--- config.mk ---
export PLATFORM = sky130hd
export DESIGN_NAME = param_div_unit
export DESIGN_NICKNAME = d
export VERILOG_FILES = /design/src/rtl/param_div_unit.sv
export SDC_FILE = /design/constraint.sdc
export NUM_CORES = 1
export LEC_CHECK = 0
export CAP_MARGIN = 20
export CORE_UTILIZATION = 55
export DETAILED_ROUTE_END_ITERATION = 10
export GPL_TIMING_DRIVEN = 0
export HOLD_SLACK_MARGIN = 0.08
export PLACE_DENSITY_LB_ADDON = 0.08
export SLEW_MARGIN = 10
export SYNTH_ARGS = -nofsm -noshare
export SYNTH_HDL_FRONTEND = slang
export SYNTH_SLANG_ARGS = --single-unit
--- constraint.sdc ---
create_clock -name clk -period 5.2 [get_ports clk]
set_input_delay 0.52 -clock clk [delete_from_list [all_inputs] [get_ports clk]]
set_output_delay 0.52 -clock clk [all_outputs]
set_load 0.03 [all_outputs]
--- src/rtl/param_div_unit.sv ---
// param_div_unit: queued iterative integer divider for DIV/DIVU/REM/REMU with in-order writeback.
// Optional macro DIV_RESULT_REUSE_EN lets a repeat op on the same operands reuse the previous result.
module param_div_unit #(
    parameter int DATA_WIDTH = 32,
    parameter int FIFO_DEPTH = 2,
    parameter int ID_WIDTH   = 3
) (
    input  logic                  clk,
    input  logic                  rst_n,
    input  logic                  issue_valid,
    output logic                  issue_ready,
    input  logic [2:0]            issue_fn3,
    input  logic [DATA_WIDTH-1:0] issue_rs1,
    input  logic [DATA_WIDTH-1:0] issue_rs2,
    input  logic [4:0]            issue_rs1_addr,
    input  logic [4:0]            issue_rs2_addr,
    input  logic [4:0]            issue_rd_addr,
    input  logic [ID_WIDTH-1:0]   issue_id,
    input  logic                  rf_write_valid,
    input  logic [4:0]            rf_write_addr,
    input  logic                  flush,
    output logic                  wb_done,
    input  logic                  wb_ack,
    output logic [DATA_WIDTH-1:0] wb_rd,
    output logic [ID_WIDTH-1:0]   wb_id
);
    localparam int W  = DATA_WIDTH;
    localparam int CW = $clog2(W) + 1;
    localparam int PW = (FIFO_DEPTH > 1) ? $clog2(FIFO_DEPTH) : 1;
    localparam int NW = $clog2(FIFO_DEPTH + 1);

    typedef struct packed {
        logic [W-1:0]        mag_a;
        logic [W-1:0]        mag_b;
        logic [CW-1:0]       clz_a;
        logic [CW-1:0]       clz_b;
        logic                div_zero;
        logic                rem_op;
        logic                neg_res;
        logic                reuse;
        logic [ID_WIDTH-1:0] id;
    } entry_t;

    typedef enum logic {S_IDLE, S_RUN} state_e;

    function automatic logic [CW-1:0] clz(input logic [W-1:0] v);
        logic [CW-1:0] n;
        n = CW'(W);
        for (int i = 0; i < W; i++)
            if (v[i]) n = CW'(W - 1 - i);
        return n;
    endfunction

    function automatic logic [W-1:0] neg_if(input logic [W-1:0] v, input logic en);
        return en ? (~v + W'(1)) : v;
    endfunction

    function automatic logic [PW-1:0] ptr_inc(input logic [PW-1:0] p);
        return (p == PW'(FIFO_DEPTH - 1)) ? '0 : p + PW'(1);
    endfunction

    // control state
    state_e              state_q, state_d;
    logic                busy_q, busy_d;
    logic                wb_done_q, wb_done_d;
    logic [W-1:0]        wb_rd_q, wb_rd_d;
    logic [ID_WIDTH-1:0] wb_id_q, wb_id_d;
    logic [PW-1:0]       wr_ptr_q, wr_ptr_d, rd_ptr_q, rd_ptr_d;
    logic [NW-1:0]       fill_q, fill_d;

    // datapath state
    entry_t              fifo_q [FIFO_DEPTH];
    logic [W-1:0]        rem_q, rem_d, quo_q, quo_d, dvs_q, dvs_d;
    logic [CW-1:0]       itr_q, itr_d;
    logic                cur_rem_q, cur_rem_d, cur_neg_q, cur_neg_d;
    logic [ID_WIDTH-1:0] cur_id_q, cur_id_d;

    logic                push, pop, sgn_in, reuse_hit;
    logic                start_run, done_now, core_step, core_last, ge;
    entry_t              in_e, head;
    logic [CW-1:0]       head_n;
    logic [W-1:0]        res;
    logic                unused_fn3_bit;

    assign unused_fn3_bit = issue_fn3[2];
    assign issue_ready    = (fill_q != NW'(FIFO_DEPTH));
    assign push           = issue_valid & issue_ready & ~flush;
    assign sgn_in         = ~issue_fn3[0];
    assign head           = fifo_q[rd_ptr_q];
    assign pop            = (fill_q != '0) & (~busy_q | (wb_ack & wb_done_q)) & ~flush;

`ifdef DIV_RESULT_REUSE_EN
    logic [4:0] last_rs1_q, last_rs1_d, last_rs2_q, last_rs2_d;
    logic       last_sgn_q, last_sgn_d, reuse_vld_q, reuse_vld_d;

    assign reuse_hit = reuse_vld_q && (issue_rs1_addr == last_rs1_q) &&
                       (issue_rs2_addr == last_rs2_q) && (sgn_in == last_sgn_q);

    always_comb begin
        last_rs1_d  = last_rs1_q;
        last_rs2_d  = last_rs2_q;
        last_sgn_d  = last_sgn_q;
        reuse_vld_d = reuse_vld_q;
        if (push) begin
            last_rs1_d  = issue_rs1_addr;
            last_rs2_d  = issue_rs2_addr;
            last_sgn_d  = sgn_in;
            reuse_vld_d = (issue_rd_addr != issue_rs1_addr) && (issue_rd_addr != issue_rs2_addr);
        end
        // any overwrite of a recorded source invalidates the retained result
        if (rf_write_valid && (rf_write_addr != 5'd0) &&
            ((rf_write_addr == last_rs1_d) || (rf_write_addr == last_rs2_d)))
            reuse_vld_d = 1'b0;
        if (flush)
            reuse_vld_d = 1'b0;
    end

    always_ff @(posedge clk) begin
        if (!rst_n) begin
            last_rs1_q  <= '0;
            last_rs2_q  <= '0;
            last_sgn_q  <= 1'b0;
            reuse_vld_q <= 1'b0;
        end else begin
            last_rs1_q  <= last_rs1_d;
            last_rs2_q  <= last_rs2_d;
            last_sgn_q  <= last_sgn_d;
            reuse_vld_q <= reuse_vld_d;
        end
    end
`else
    logic unused_reuse_inputs;
    assign unused_reuse_inputs = ^{rf_write_valid, rf_write_addr, issue_rs1_addr,
                                   issue_rs2_addr, issue_rd_addr};
    assign reuse_hit = 1'b0;
`endif

    // issue decode: magnitudes, leading zeros and result sign
    always_comb begin
        logic a_neg, b_neg, b_zero;
        a_neg         = sgn_in & issue_rs1[W-1];
        b_neg         = sgn_in & issue_rs2[W-1];
        b_zero        = (issue_rs2 == '0);
        in_e          = '0;
        in_e.mag_a    = neg_if(issue_rs1, a_neg);
        in_e.mag_b    = neg_if(issue_rs2, b_neg);
        in_e.clz_a    = clz(in_e.mag_a);
        in_e.clz_b    = clz(in_e.mag_b);
        in_e.div_zero = b_zero;
        in_e.rem_op   = issue_fn3[1];
        in_e.neg_res  = issue_fn3[1] ? a_neg : ((a_neg ^ b_neg) & ~b_zero);
        in_e.reuse    = reuse_hit;
        in_e.id       = issue_id;
    end

    always_comb begin
        head_n = '0;
        if (!head.div_zero && (head.clz_b >= head.clz_a))
            head_n = head.clz_b - head.clz_a + CW'(1);
    end

    assign start_run = pop & ~head.reuse & (head_n != '0);

    always_comb begin
        state_d = state_q;
        case (state_q)
            S_IDLE:  if (start_run) state_d = S_RUN;
            S_RUN:   if (itr_q == CW'(1)) state_d = S_IDLE;
            default: state_d = S_IDLE;
        endcase
        if (flush)
            state_d = S_IDLE;
    end

    always_comb begin
        core_step = (state_q == S_RUN);
        core_last = core_step && (itr_q == CW'(1));
    end

    // core datapath: load on pop, one restoring step per RUN cycle
    always_comb begin
        ge        = (rem_q >= dvs_q);
        rem_d     = rem_q;
        quo_d     = quo_q;
        dvs_d     = dvs_q;
        itr_d     = itr_q;
        cur_rem_d = cur_rem_q;
        cur_neg_d = cur_neg_q;
        cur_id_d  = cur_id_q;
        if (pop) begin
            cur_rem_d = head.rem_op;
            cur_neg_d = head.neg_res;
            cur_id_d  = head.id;
            if (!head.reuse) begin
                rem_d = head.mag_a;
                quo_d = head.div_zero ? '1 : '0;
                dvs_d = head.mag_b << (head.clz_b - head.clz_a);
                itr_d = head_n;
            end
        end else if (core_step) begin
            rem_d = ge ? (rem_q - dvs_q) : rem_q;
            quo_d = {quo_q[W-2:0], ge};
            dvs_d = dvs_q >> 1;
            itr_d = itr_q - CW'(1);
        end
    end

    assign done_now = ~flush & ((pop & (head.reuse | (head_n == '0))) | core_last);
    assign res      = neg_if(cur_rem_d ? rem_d : quo_d, cur_neg_d);

    always_comb begin
        wb_done_d = wb_done_q;
        busy_d    = busy_q;
        wb_rd_d   = wb_rd_q;
        wb_id_d   = wb_id_q;
        wr_ptr_d  = wr_ptr_q;
        rd_ptr_d  = rd_ptr_q;
        fill_d    = fill_q;
        if (wb_ack && wb_done_q) begin
            wb_done_d = 1'b0;
            busy_d    = 1'b0;
        end
        if (pop)
            busy_d = 1'b1;
        if (done_now) begin
            wb_done_d = 1'b1;
            wb_rd_d   = res;
            wb_id_d   = cur_id_d;
        end
        if (push)
            wr_ptr_d = ptr_inc(wr_ptr_q);
        if (pop)
            rd_ptr_d = ptr_inc(rd_ptr_q);
        if (push && !pop)
            fill_d = fill_q + NW'(1);
        else if (pop && !push)
            fill_d = fill_q - NW'(1);
        if (flush) begin
            wb_done_d = 1'b0;
            busy_d    = 1'b0;
            wr_ptr_d  = '0;
            rd_ptr_d  = '0;
            fill_d    = '0;
        end
    end

    always_ff @(posedge clk) begin
        if (!rst_n) begin
            state_q   <= S_IDLE;
            busy_q    <= 1'b0;
            wb_done_q <= 1'b0;
            wb_rd_q   <= '0;
            wb_id_q   <= '0;
            wr_ptr_q  <= '0;
            rd_ptr_q  <= '0;
            fill_q    <= '0;
        end else begin
            state_q   <= state_d;
            busy_q    <= busy_d;
            wb_done_q <= wb_done_d;
            wb_rd_q   <= wb_rd_d;
            wb_id_q   <= wb_id_d;
            wr_ptr_q  <= wr_ptr_d;
            rd_ptr_q  <= rd_ptr_d;
            fill_q    <= fill_d;
        end
    end

    always_ff @(posedge clk) begin
        if (push)
            fifo_q[wr_ptr_q] <= in_e;
        rem_q     <= rem_d;
        quo_q     <= quo_d;
        dvs_q     <= dvs_d;
        itr_q     <= itr_d;
        cur_rem_q <= cur_rem_d;
        cur_neg_q <= cur_neg_d;
        cur_id_q  <= cur_id_d;
    end

    assign wb_done = wb_done_q;
    assign wb_rd   = wb_rd_q;
    assign wb_id   = wb_id_q;

endmodule

## After elaboration in Yosys (flattened, before gate mapping)

Memory sizes are Yosys's and may differ from the RTL's. A register that Yosys moved wholly into a read port is not among the register bits.
Index checks and enable logic that the tools add are counted.

| operators by class | value |
|---|---|
| reduce and logical (&&, ||, !) cells | 18 |
| shifts and indexed selects | 1 |
| muxes and demuxes | 101 |
| bitwise operators | 26 |
| $add $sub $neg | 11 |
| equality and inequality tests | 3 |
| magnitude comparators | 2 |

Operators by type and width:

| kind | number |
|---|---|
| $mux W32 | 15 |
| $mux W6 | 68 |
| $add A32 B1 Y32 const B | 3 |
| $not A32 Y32 | 3 |
| $ge A32 B32 Y1 | 1 |
| $logic_not A32 Y1 | 1 |
| $shl A32 B6 Y32 | 1 |
| $sub A32 B32 Y32 | 1 |
| $mux W1 | 14 |
| $and A1 B1 Y1 | 12 |
| $reduce_bool A2 Y1 | 5 |
| $add A6 B1 Y6 const B | 1 |
| $eq A6 B1 Y1 const B | 1 |
| $ge A6 B6 Y1 | 1 |
| $logic_not A6 Y1 | 1 |
| $not A1 Y1 | 6 |
| $reduce_bool A6 Y1 | 1 |
| $sub A6 B1 Y6 const B | 1 |
| $sub A6 B6 Y6 | 1 |
| $logic_and A1 B1 Y1 | 5 |
| $mux W2 | 2 |
| $ne A2 B2 Y1 const B | 2 |
| $logic_not A1 Y1 | 3 |
| $mux W3 | 1 |
| 10 further kinds | 12 |

| word-level totals | value |
|---|---|
| word-level logic and storage cells | 178 |
| memories kept | 1 |
| RAM bits | 164 |
| register bits | 149 |

Memory list:

| name | words | bits a word | read ports | clocked after Yosys merged registers in | wr ports | RTL line | text |
|---|---|---|---|---|---|---|---|
| fifo_q | 2 | 82 | 1 | 1 | 1 | 72 | `entry_t fifo_q [FIFO_DEPTH];` |

## Logic depth before layout (Yosys ltp)

| depth | value |
|---|---|
| depth after elaboration | 35 |
| depth in mapped cells | 23 |
| gate-level depth less buffers | 16 |

## Worst setup path before layout

Ideal clock, no wire load.

| timing path | value |
|---|---|
| path kind | flip-flop to flip-flop |
| from | reg with a tool-made name |
| to | reg wb_rd_q[25] (netlist: wb_rd[25]) |
| data required time | 5.136 ns |
| stages on the path, launching flop included | 21 |
| period minus slack after synthesis | 5.712 ns |
| setup slack | -0.512 ns |
| library setup time | 0.064 ns |
| arrival time | 5.647 ns |
| cell sequence | dfxtp_1 clkbuf_1 buf_2 buf_2 buf_2 buf_2 buf_2 buf_1 mux2_2 ha_1 nor2b_1 o21a_1 or2_2 xor2_1 nand3_1 xnor2_1 o31ai_1 a32o_1 nand2_1 or4_1 nand4_1 |

RTL lines:

| what | RTL line | text |
|---|---|---|
| end signal: assignment | 261 | `wb_rd_q <= wb_rd_d;` |
| end: declaration | 66 | `logic [W-1:0] wb_rd_q, wb_rd_d;` |

## Final worst setup path

| timing path | value |
|---|---|
| from | in wb_ack |
| to | reg fill_q[1] |

| on the way | value |
|---|---|
| cells in the longest elaborated chain, start to end | 7 |
| elaborated cells between the ends (all ways) | 9 |
| those cells by class | mux: 1; bitwise: 4; reduce/logical: 4 |

Ends and longest elaborated chain:

| what | RTL line | text |
|---|---|---|
| start: declaration | 23 | `input logic wb_ack,` |
| $and A1 B1 Y1 (*) | 90 | `assign pop = (fill_q != '0) & (~busy_q \| (wb_ack & wb_done_q)) & ~flush;` |
| $or A1 B1 Y1 (*) | 90 |  |
| $and A1 B1 Y1 (*) (2 in a row) | 90 |  |
| $logic_not A1 Y1 | 234 | `if (push && !pop)` |
| $logic_and A1 B1 Y1 | 234 |  |
| $mux W2 or $reduce_bool A2 Y1 (tied branches) | - |  |
| end signal: assignment | 265 | `fill_q <= fill_d;` |
| end: declaration | 69 | `logic [NW-1:0] fill_q, fill_d;` |

Every way passes the cells marked *; elsewhere a longest branch is shown, timed or not.
A chain may end at the register's enable or synchronous reset.

==> flow_metrics.tcl <==
set metrics [dict create \
    htree_levels 2 \
    num-fill-cells 2928 \
    hold_start "wb_rd[2]" \
    vias 17210 \
    synth_top_area_share_pct 30.89 \
    critical_path_class "input pin to flip-flop" \
    seqPwrFrac_pct 32.4 \
    yosys_warnings 0 \
    cts.clk_slew.worst_paths_ns 0.06 \
    setup_tns_ns 0 \
    min_path_type "flip-flop to flip-flop" \
    status "complete, no violations" \
    die_w_um 191.0 \
    async_flop_share_pct 0 \
    setup_viol 0 \
    antenna_found_initial 0 \
    clock.fmax_mhz 198.7 \
    ios 133 \
    die_area_mm2 0.03646 \
    cts_tree "built" \
    drtIter0Drc 1618 \
    dr.pass1.iters 8 \
    placementRows 68 \
    syn_avg_cell_area_um2 9.427 \
    grt_start_max_net_pins 44 \
    power_switching_mw 4.153 \
    final-hold-violation-count 0 \
    vias_per_cell 6.342 \
    grt_pass1_wl_mm 91.54 \
    maxCapViolations 0 \
    cts_buffers 36 \
    p_sw_share_pct 40.86 \
    ant_nets 0 \
    worst-path-max-fanout 19 \
    gr-total-overflow 0 \
    cts.path.max_buffers 3 \
    portBuffers 109 \
    rsz0062_at_grt "false" \
    required_ns 5.67 \
    cts_sinks 314 \
    drive_gt1_share_pct 10.32 \
    r2r-start "rem_q[0]" \
    insertion_delay_ns 0.55 \
    synth_edf_count 202 \
    startpoint_type "input pin" \
    pwr-share-comb_pct 44.2 \
    p_clk_share_pct 23.4 \
    fin_crit_sh_pct 96.78 \
    reg2reg_to "wb_rd[27]" \
    worst_pin_slew_ns 1.052 \
    hpwlAfterDp_mm 46.47 \
    clock-root-buffer "clkbuf_16" \
    whs_path_depth 2 \
    rrSetupSlack_ns 0.29 \
    total_power_mw 10.17 \
    grt_pass1_vias 16430 \
    grt_usage_pct 32.85 \
    crit_arrival_ns 5.50 \
    synth_seq_area_share_pct 42.31 \
    drc_errors 0 \
    p_leak_nw 8.221 \
    slew_violations 0 \
    place_inst 2651 \
    netlist_area_mm2 0.01964 \
    start_util_pct 56.43 \
    num-nets-final 2377 \
    design.core.area_mm2 0.03480 \
    stdcell_count 2713 \
    cp-end-kind "flip-flop" \
    antennaDiodeCount 0 \
    synthTopCellsByArea "edfxtp_1 31%, dfxtp_1 11%, mux2i_1 5.2%" \
    relSlewSlack_pct 29.46 \
    hold_end "wb_rd[2]" \
    ys_types 100 \
    finClkSkew_ns 0.02547 \
    synth_fp_nets 2228 \
    power.density_mw_per_mm2 448.3 \
    gp_congestion 1.001 \
    drt-wirelength-per-cell_um 21.84 \
    postLayoutCoreUtil_pct 65.16 \
    p_int_mw 6.012 \
    ir_drop_mv 0.3422 \
    min_period_ns 5.032 \
    synth_flop_cell "edfxtp_1" \
    area_delta_synth_final_pct 15.46 \
    synth_seq_cells 314 \
    yosysTopAreaCell "edfxtp_1" \
    drt_wl_total_mm 59.25 \
    die_y_um 191.0 \
    rr_worst_depth 15 \
    hold_buffers 0 \
    synthCells 2083 \
]
[how the worst max path moves through the flow]
stage,from,to,cells past startpoint
floorplan,flip-flop,wb_rd[25],19
global placement,flush,fifo_q[0][23],4
detailed placement,flip-flop,wb_rd[26],20
CTS,flip-flop,wb_rd[25],19
global route,rem_q[0],wb_rd[31],15
finish,wb_ack,fill_q[1],14
[power groups by stage]
stage	Sequential [mW]	Combinational, mW	Clock (mW)
after floorplan	3.25	3.12	0
after global placement	3.34	4.25	0
after detailed placement	3.33	4.33	0
after CTS	3.28	4.38	2.40
after global routing	3.31	4.86	2.50
final	3.29	4.49	2.38
[routing by layer]
layer	vias to the layer above	GRT usage, %	wire (µm)
met5	-	0	0
met4	0	14.89	2577
met3	157	4.938	4943
li1	8026	-	-
met1	8236	44.93	25170
met2	787	51.42	26560
[Yosys cell counts, types with 5 or more instances]
library cell	instances
clkbuf_1	67
mux2_2	26
or4_1	9
nor2b_1	13
xor2_1	58
o211ai_1	14
mux4_2	31
o22ai_1	21
inv_1	82
and3_1	17
nand3_1	41
nand2b_1	17
nor2_1	171
a31oi_1	31
buf_4	7
or3_1	19
dfxtp_1	112
o21ai_1	7
buf_1	6
and2_1	13
buf_2	28
a211oi_1	38
nand2_1	228
o21a_1	15
o2111ai_1	5
a21oi_1	195
a21boi_0	7
nand4_1	21
ha_1	47
nor3_1	61
edfxtp_1	202
o31ai_1	20
or2_2	11
o21bai_1	11
xnor2_1	56
o21ai_0	137
mux2i_1	102
a21o_1	19
nor4_1	7
a311oi_1	6
[worst max-delay path, stage by stage]
cell,delay [ns]
clkdlybuf4s50_1,0.46
a21boi_1,0.44
nor2_4,0.16
inv_2,0.24
buf_2,0.36
buf_4,0.27
buf_2,0.28
buf_2,0.30
buf_1,0.49
clkbuf_1,0.49
buf_2,0.58
ha_1,0.38
or3_1,0.38
a21oi_1,0.13
[sequential cells by signal (all words and copies together), names as in the netlist, 2 cells and up, named ones only]
| register | flops |
|---|---|
| quo_q | 32 |
| wb_id | 3 |
| rem_q | 32 |
| fill_q | 2 |
| fifo_q | 164 |
| cur_id_q | 3 |
| itr_q | 6 |
| wb_rd | 32 |
| dvs_q | 32 |
[what timing repair did]
action	4_1_cts	5_1_grt
buffers inserted	2	1
pin swaps	1	1
resized for setup	27	12
setup endpoints to repair	73	42
[placed cells by master (no fill, tap or decap), types with 21 or more instances in the layout]
master	synthesis	routed
edfxtp_1	202	202
a211oi_1	38	38
a31oi_1	31	31
clkbuf_1	67	61
mux4_2	31	31
o22ai_1	21	21
o21ai_0	137	137
inv_1	82	82
dfxtp_1	112	112
clkbuf_16	0	36
mux2_2	26	26
clkdlybuf4s50_1	0	109
a21oi_1	195	195
nor3_1	61	60
xor2_1	58	57
buf_2	28	24
ha_1	47	46
xnor2_1	56	52
mux2i_1	102	100
nand2_1	228	226
nor2_1	171	170
nand4_1	21	21
nand3_1	41	41
[through the flow]
step	hold WS [ns]	setup slack, ns	instance area [µm²]
detailed placement	0.4451	-1.442	21420
floorplan	0.4330	0.02227	19670
global route	0.4663	0.05786	22670
CTS	0.4538	0.07066	22640
finish	0.4515	0.1675	22670
global placement	0.4420	-2.333	21330
[final cells by class]
class	instances	area (µm²)	share of cell area, %
well taps	455	569.3	2.511
flip-flops and latches	314	8308	36.64
clock buffers	44	940.9	4.150
inverters	85	319.1	1.407
repair buffers	116	1194	5.265
plain buffers	107	531.8	2.345
clock inverters	20	160.2	0.7064
multi-input cells	1572	10650	46.97
[cell families after synthesis]
family                     Yosys count  share of synthesized area (%)
and+or+nand+nor                    660                          15.97
AOI/OAI and AO/OA                  590                          18.97
DFF                                314                          42.31
buffers and inverters              197                          4.218
muxes                              159                          10.25
xor gates and xnor gates           114                          5.085
adders and majority gates           49                          3.199
No activity file was read; power rests on OpenSTA's default activity.
